$ cat src/rtl/edge_evt_pkg.sv
// Shared types and helpers for the edge-event arbiter: per-channel edge
// selection encoding, the event record and a modulo index helper.
package edge_evt_pkg;

    // Widest channel index supported (N_CH up to 16).
    localparam int CH_W_MAX = 4;

    // Per-channel edge selection, packed as {fall_en, rise_en}.
    typedef struct packed {
        logic fall_en;
        logic rise_en;
    } edge_sel_t;

    localparam edge_sel_t EDGE_RISE = '{fall_en: 1'b0, rise_en: 1'b1};
    localparam edge_sel_t EDGE_FALL = '{fall_en: 1'b1, rise_en: 1'b0};
    localparam edge_sel_t EDGE_BOTH = '{fall_en: 1'b1, rise_en: 1'b1};

    // One presented event: originating channel and polarity.
    typedef struct packed {
        logic [CH_W_MAX-1:0] ch;
        logic                rise;
    } evt_t;

    // (base + off) mod n, for base < n and off <= n, without a divider.
    function automatic int wrap_idx(input int base, input int off, input int n);
        int sum;
        sum = base + off;
        return (sum >= n) ? (sum - n) : sum;
    endfunction

endpackage

$ cat src/rtl/edge_pend_cell.sv
// One channel of the edge-event arbiter: input synchroniser, edge detector,
// edge qualification and the single-entry pending slot with sticky overflow.
module edge_pend_cell
    import edge_evt_pkg::*;
#(
    parameter int SYNC_STAGES = 2
) (
    input  logic      clk,
    input  logic      rst_n,
    input  logic      sig_in,
    input  logic      ch_en,
    input  edge_sel_t edge_sel,
    input  logic      grant,
    input  logic      ovf_clr,
    output logic      pend,
    output logic      pend_rise,
    output logic      ovf
);

    logic [SYNC_STAGES-1:0] sync_q;
    logic                   prev;
    logic                   s;
    logic                   rise;
    logic                   fall;
    logic                   qual;
    logic                   ovf_set;

    assign s    = sync_q[SYNC_STAGES-1];
    assign rise = s & ~prev;
    assign fall = ~s & prev;
    assign qual = ch_en & ((rise & edge_sel.rise_en) | (fall & edge_sel.fall_en));

    // A new edge is dropped only if the slot is occupied and not being emptied now.
    assign ovf_set = qual & pend & ~grant;

    // Synchroniser chain plus one-cycle delayed copy of the synchronised level.
    // NOTE: non-blocking assignments make every stage sample the old value of the
    // previous stage, so the chain shifts by exactly one flop per clock.
    // NOTE: these flops are reset to 0, so an input already high at reset release
    // is seen as a rising edge.
    always_ff @(posedge clk or negedge rst_n) begin
        if (!rst_n) begin
            sync_q <= '0;
            prev   <= 1'b0;
        end else begin
            sync_q[0] <= sig_in;
            for (int k = 1; k < SYNC_STAGES; k++) begin
                sync_q[k] <= sync_q[k-1];
            end
            prev <= s;
        end
    end

    // Pending slot: IDLE <-> PEND, refilled in the same cycle it is granted.
    always_ff @(posedge clk or negedge rst_n) begin
        if (!rst_n) begin
            pend      <= 1'b0;
            pend_rise <= 1'b0;
        end else if (!ch_en) begin
            pend      <= 1'b0;
        end else if (qual && (!pend || grant)) begin
            pend      <= 1'b1;
            pend_rise <= rise;
        end else if (grant) begin
            pend      <= 1'b0;
        end
    end

    // Sticky overflow flag; a new overflow wins over a simultaneous clear.
    always_ff @(posedge clk or negedge rst_n) begin
        if (!rst_n) begin
            ovf <= 1'b0;
        end else if (ovf_set) begin
            ovf <= 1'b1;
        end else if (ovf_clr) begin
            ovf <= 1'b0;
        end
    end

endmodule

$ cat src/rtl/edge_event_arbiter.sv
// Multi-channel edge-event controller. Each channel detects qualified edges
// and holds one pending event; a round-robin selector feeds a single
// valid/ready output register.
module edge_event_arbiter
    import edge_evt_pkg::*;
#(
    parameter  int N_CH        = 4,
    parameter  int SYNC_STAGES = 2,
    localparam int CH_W        = $clog2(N_CH)
) (
    input  logic              clk,
    input  logic              rst_n,
    input  logic [N_CH-1:0]   sig_in,
    input  logic [N_CH-1:0]   ch_en,
    input  logic [2*N_CH-1:0] edge_sel,
    output logic              evt_valid,
    input  logic              evt_ready,
    output logic [CH_W-1:0]   evt_ch,
    output logic              evt_rise,
    output logic [N_CH-1:0]   ovf,
    input  logic [N_CH-1:0]   ovf_clr
);

    logic [N_CH-1:0] pend;
    logic [N_CH-1:0] pend_rise;
    logic [N_CH-1:0] grant;
    logic [CH_W-1:0] rr;
    logic [CH_W-1:0] sel;
    logic [CH_W-1:0] idx;
    logic            load;

    for (genvar i = 0; i < N_CH; i++) begin : g_ch
        edge_pend_cell #(
            .SYNC_STAGES (SYNC_STAGES)
        ) u_cell (
            .clk       (clk),
            .rst_n     (rst_n),
            .sig_in    (sig_in[i]),
            .ch_en     (ch_en[i]),
            .edge_sel  (edge_sel_t'(edge_sel[2*i +: 2])),
            .grant     (grant[i]),
            .ovf_clr   (ovf_clr[i]),
            .pend      (pend[i]),
            .pend_rise (pend_rise[i]),
            .ovf       (ovf[i])
        );
    end

    // Round-robin pick: first pending channel scanning rr+1, rr+2, ... rr.
    // Scanning from the far end lets the nearest hit overwrite earlier ones.
    // NOTE: every variable gets a default before the loop so no path leaves a
    // value unassigned, which would otherwise infer a latch.
    always_comb begin
        sel = rr;
        idx = '0;
        for (int k = N_CH; k >= 1; k--) begin
            idx = CH_W'(wrap_idx(int'(rr), k, N_CH));
            if (pend[idx]) begin
                sel = idx;
            end
        end
    end

    // Output register is free when empty (EMPTY) or being drained (XFER).
    always_comb begin
        load  = (~evt_valid | evt_ready) & (|pend);
        grant = '0;
        if (load) begin
            grant = N_CH'(1) << sel;
        end
    end

    // Output register and rr pointer; contents frozen while HOLD.
    always_ff @(posedge clk or negedge rst_n) begin
        if (!rst_n) begin
            evt_valid <= 1'b0;
            evt_ch    <= '0;
            evt_rise  <= 1'b0;
            rr        <= CH_W'(N_CH - 1);
        end else if (load) begin
            evt_valid <= 1'b1;
            evt_ch    <= sel;
            evt_rise  <= pend_rise[sel];
            rr        <= sel;
        end else begin
            evt_valid <= evt_valid & ~evt_ready;
        end
    end

endmodule
$ cat config.mk
export PLATFORM = sky130hd
export DESIGN_NAME = edge_event_arbiter
export DESIGN_NICKNAME = d
export VERILOG_FILES = /design/src/rtl/edge_evt_pkg.sv /design/src/rtl/edge_pend_cell.sv /design/src/rtl/edge_event_arbiter.sv
export SDC_FILE = /design/constraint.sdc
export NUM_CORES = 1
export LEC_CHECK = 0
export BUFFER_PORTS_ARGS = -buffer_cell sky130_fd_sc_hd__buf_2
export CORE_ASPECT_RATIO = 0.75
export CORE_MARGIN = 1.5
export CORE_UTILIZATION = 52
export DETAILED_ROUTE_END_ITERATION = 8
export GPL_ROUTABILITY_DRIVEN = 0
export PLACE_DENSITY = 0.85
export SLEW_MARGIN = 20
export SYNTH_ARGS = -nofsm -noshare
export SYNTH_HDL_FRONTEND = slang
export SYNTH_SLANG_ARGS = --single-unit
$ cat constraint.sdc
create_clock -name clk -period 2.24 [get_ports clk]
set_input_delay 0.224 -clock clk [delete_from_list [all_inputs] [get_ports clk]]
set_output_delay 0.224 -clock clk [all_outputs]
set_load 0.05 [all_outputs]
==> metrics.md <==
| Metric | Value |
|---|---|
| DP Worst Slack | approximately 210 ps |
| Reg clk slew, reported paths | 100 ps |
| Detailed placer's ending HPWL | about 1.9 mm |
| Vias per cell | 5.42 |
| Synth warn | 0 |
| Final core occ | between 60% and 70% |
| Main combinational cell family by area after synthesis | simple AND/OR/NAND/NOR gates |
| Global-route wire length before repair | just over 4 mm |
| Synthesized-area fraction occupied by adder cells | 0% |
| Final nets | 177 |
| DRC violations left | 0 |
| Count of final setup violators | 0 |
| Leading cell types by count after synthesis | dfrtp_1 (28), nor2_1 (12), inv_1 (7), and3b_1 (6) |
| DRT iter0 DRCs | 66 |
| Netlist Area Pre-Place | 1330 µm² |
| Mux contribution to synthesized area | 4.90% |
| Crit path launch type | flip-flop |
| Worst vdd ir | slightly above 0.4 mV |
| Fin crit period | just over 2000 ps |
| Longest Clk Path Bufs | 2 |
| Largest stage delay, worst path | 590 ps |
| Largest net degree at the start of global routing | 31 |
| Number of setup buffers added after CTS | 0 |
| CP Launch Point | rr[0]$_DFFE_PN1P_ |
| Io pins | 31 |
| Worst rel slew slack | 57.1% |
| Arr. time, crit path | about 2300 ps |
| CTS tree | yes |
| Number of library cell types mapped by synthesis | 32 |
| R2R Path Start | rr[0]$_DFFE_PN1P_ |
| Row cnt | 15 |
| Worst endpoint required time | ~2400 ps |
| Synth top area share | 52.8% |
| CP max-delay cell | dfstp_2 |
| Initial antenna violation count | 0 |
| Synth top area cells | dfrtp_1 (53%), dfstp_2 (4.0%), and3b_1 (4.0%) |
| GRT met3 Usage | 5.79% |
| H-tree Lvls | 2 |
| Area growth, synth to finish | 18.7% |
| Critical path, cell by cell | nand2b_1 -> o21ai_1 -> a221o_1 -> o32ai_1 -> mux2_1 |
| Mapped Cells | between 100 and 150 |
| WL/cell | around 14 µm |
| Setup Skew | ~11 ps |
| Drt total wl | about 2.6 mm |
| Leakage power | approximately 0.00076 µW |
| Remaining global-route overflow | 0 |
| Met2 GRT Util | a little over a third |
| Worst r2r path cells | 5 |
| Initial Util | between 50% and 60% |
| Worst Max-Slew Pin Slew | around 640 ps |
| Antenna diodes | 0 |
| All-Layer GR Usage | a little over a fifth |
| Hold Violations, Final | 0 |
| Clock sink count | 30 |
| CTS Buf Count | 5 |
| Synthesized Nets | approximately 140 |
| P per Cell Area | around 960 nW/µm² |
| Busiest metal layer after global routing | met2 |
| Post-synthesis register bit count | 30 |
| Design area | ~1600 µm² |
| Vert. Die Dim | 46.8 µm |
| Reg-to-reg endpoint | g_ch[2].u_cell.pend_rise$_DFFE_PN0P_ |
| Fillers | approximately 200 |
| Worst-skew pair later-pin latency | between 300 and 400 ps |
| Detail Route Antenna Nets | 0 |
| Die width | approximately 61 µm |
| Post-synth EDFFs | 0 |
| Number of global-route vias before repair | approximately 990 |
| Placeable Area | about 2400 µm² |
| Resize count post-CTS | 0 |
| Post-Synth Simple-Gate Area | ~17% |
| Post-synthesis xor/xnor area fraction | 0% |
| Post-route setup TNS | 0 ps |
| RSZ-0062 raised after global routing | no |
| Syn Area/Cell | 11.3 µm² |
| Pre-Repair DR Iteration Count | 4 |
| Placed instance area | about 1500 µm² |
| Root buf cell | clkbuf_4 |
| CP max FO | 6 |
| Crit Path Category | flip-flop to flip-flop |
| Post-route setup slack | 172 ps |
| Post-synth ARST share | 100% |
| Port bufs | 30 |
| Worst min-delay path category | input pin to flip-flop |
| Top cell type by total area after synthesis | dfrtp_1 |
| Fin crit share | between 90 and 100% |
| MaxCap Viol Count | 0 |
| Die area | ~2900 µm² |
| Count leader, synth | dfrtp_1 |
| Outcome | finished clean |
| Pins Over Slew Limit | 0 |
| Worst reg2reg setup slack | ~170 ps |
| Global routing usage on met1 | between 20% and 30% |
| Crit end category | flip-flop |
| Vias | between 1000 and 1500 |
| Dominant synthesized flop cell | dfrtp_1 |
| Hold Path Stages | 1 |
| Share of cells above drive strength 1 | between 20% and 30% |
| Post-synthesis sequential area ratio | a little under three fifths |
| Fmax | between 0.4 and 0.5 GHz |
| Crit path to | g_ch[2].u_cell.pend_rise$_DFFE_PN0P_ |
| Synth Area in Compound Gates | ~16% |
[layout by cell type, fill, tap and decap left out, types with 5 or more instances in the layout]
cell type,synthesis,routed
buf_2,0,30
inv_1,7,7
o21ai_0,5,5
nand2b_1,5,5
clkbuf_4,0,5
and3b_1,6,6
dfrtp_1,28,28
nor2_1,12,12
nand2_1,5,5
[cell type report]
class                      count  area [µm²]  area share [%]
sequential                    30         753            47.8
multi-input combinational     76         503            31.9
timing repair buffer          34         190            12.1
clock buffer                   7        55.1            3.49
tap                           34        42.5            2.70
inverter                       7        26.3            1.67
clock inverter                 1        5.00           0.318
[critical path, delay by kind of cell, from the launching register on]
| kind | cells | cell delay [ps] |
|---|---|---|
| and+or+nand+nor | 1 | 140 |
| muxes | 1 | 360 |
| DFF | 1 | 590 |
| AOI/OAI and AO/OA | 3 | 850 |
[how the worst min path moves through the flow]
stage                    from                                  to  slack, ps
floorplan               rst_n               evt_ch[0]$_DFFE_PN0P_        -70
finish              sig_in[3]  g_ch[3].u_cell.sync_q[0]$_DFF_PN0_         20
CTS                 sig_in[3]  g_ch[3].u_cell.sync_q[0]$_DFF_PN0_          8
global placement        rst_n      g_ch[3].u_cell.ovf$_DFFE_PN0P_        270
global route        sig_in[3]  g_ch[3].u_cell.sync_q[0]$_DFF_PN0_        0.9
detailed placement      rst_n      g_ch[3].u_cell.ovf$_DFFE_PN0P_        290
[what timing repair did]
action / 4_1_cts / 5_1_grt
hold buffers: 4 / 0
hold endpoints to repair: 31 / 0
setup endpoints to repair: 0 / 0
[stage by stage]
step | cells | hold slack (ps) | total power, µW
final | 189 | 20.4 | 1520
after global routing | 189 | 0.930 | 1600
after CTS | 189 | 7.98 | 1520
after detailed placement | 177 | 287 | 1190
after global placement | 177 | 275 | 1160
after floorplan | 118 | -71.6 | 1070
[cells by family after synthesis]
kind of cell           count (synthesis)
flip-flops                            30
multiplexers                           6
AO/OA/AOI/OAI                         31
AND/OR/NAND/NOR                       39
buffers and inverters                 12
[sequential cells by signal (all words and copies together), names as in the netlist]
register,flops
g_ch.u_cell.sync_q,8
g_ch.u_cell.ovf,4
g_ch.u_cell.pend,4
g_ch.u_cell.pend_rise,4
g_ch.u_cell.prev,4
evt_ch,2
rr,2
evt_rise,1
evt_valid,1
[layer usage]
layer	vias up	wire length [µm]	part of all wire [%]
li1	491	-	-
met1	487	1120	43
met2	43	1300	50
met3	4	155	6.0
met4	0	27	1.0
met5	-	0	0
[power breakdown]
part / switching, µW / internal (µW) / total, µW
Clock: 179 / 152 / 331
Combinational: 311 / 159 / 470
Sequential: 74.8 / 641 / 715
Total: 565 / 952 / 1520
No activity file was read; power rests on OpenSTA's default activity.
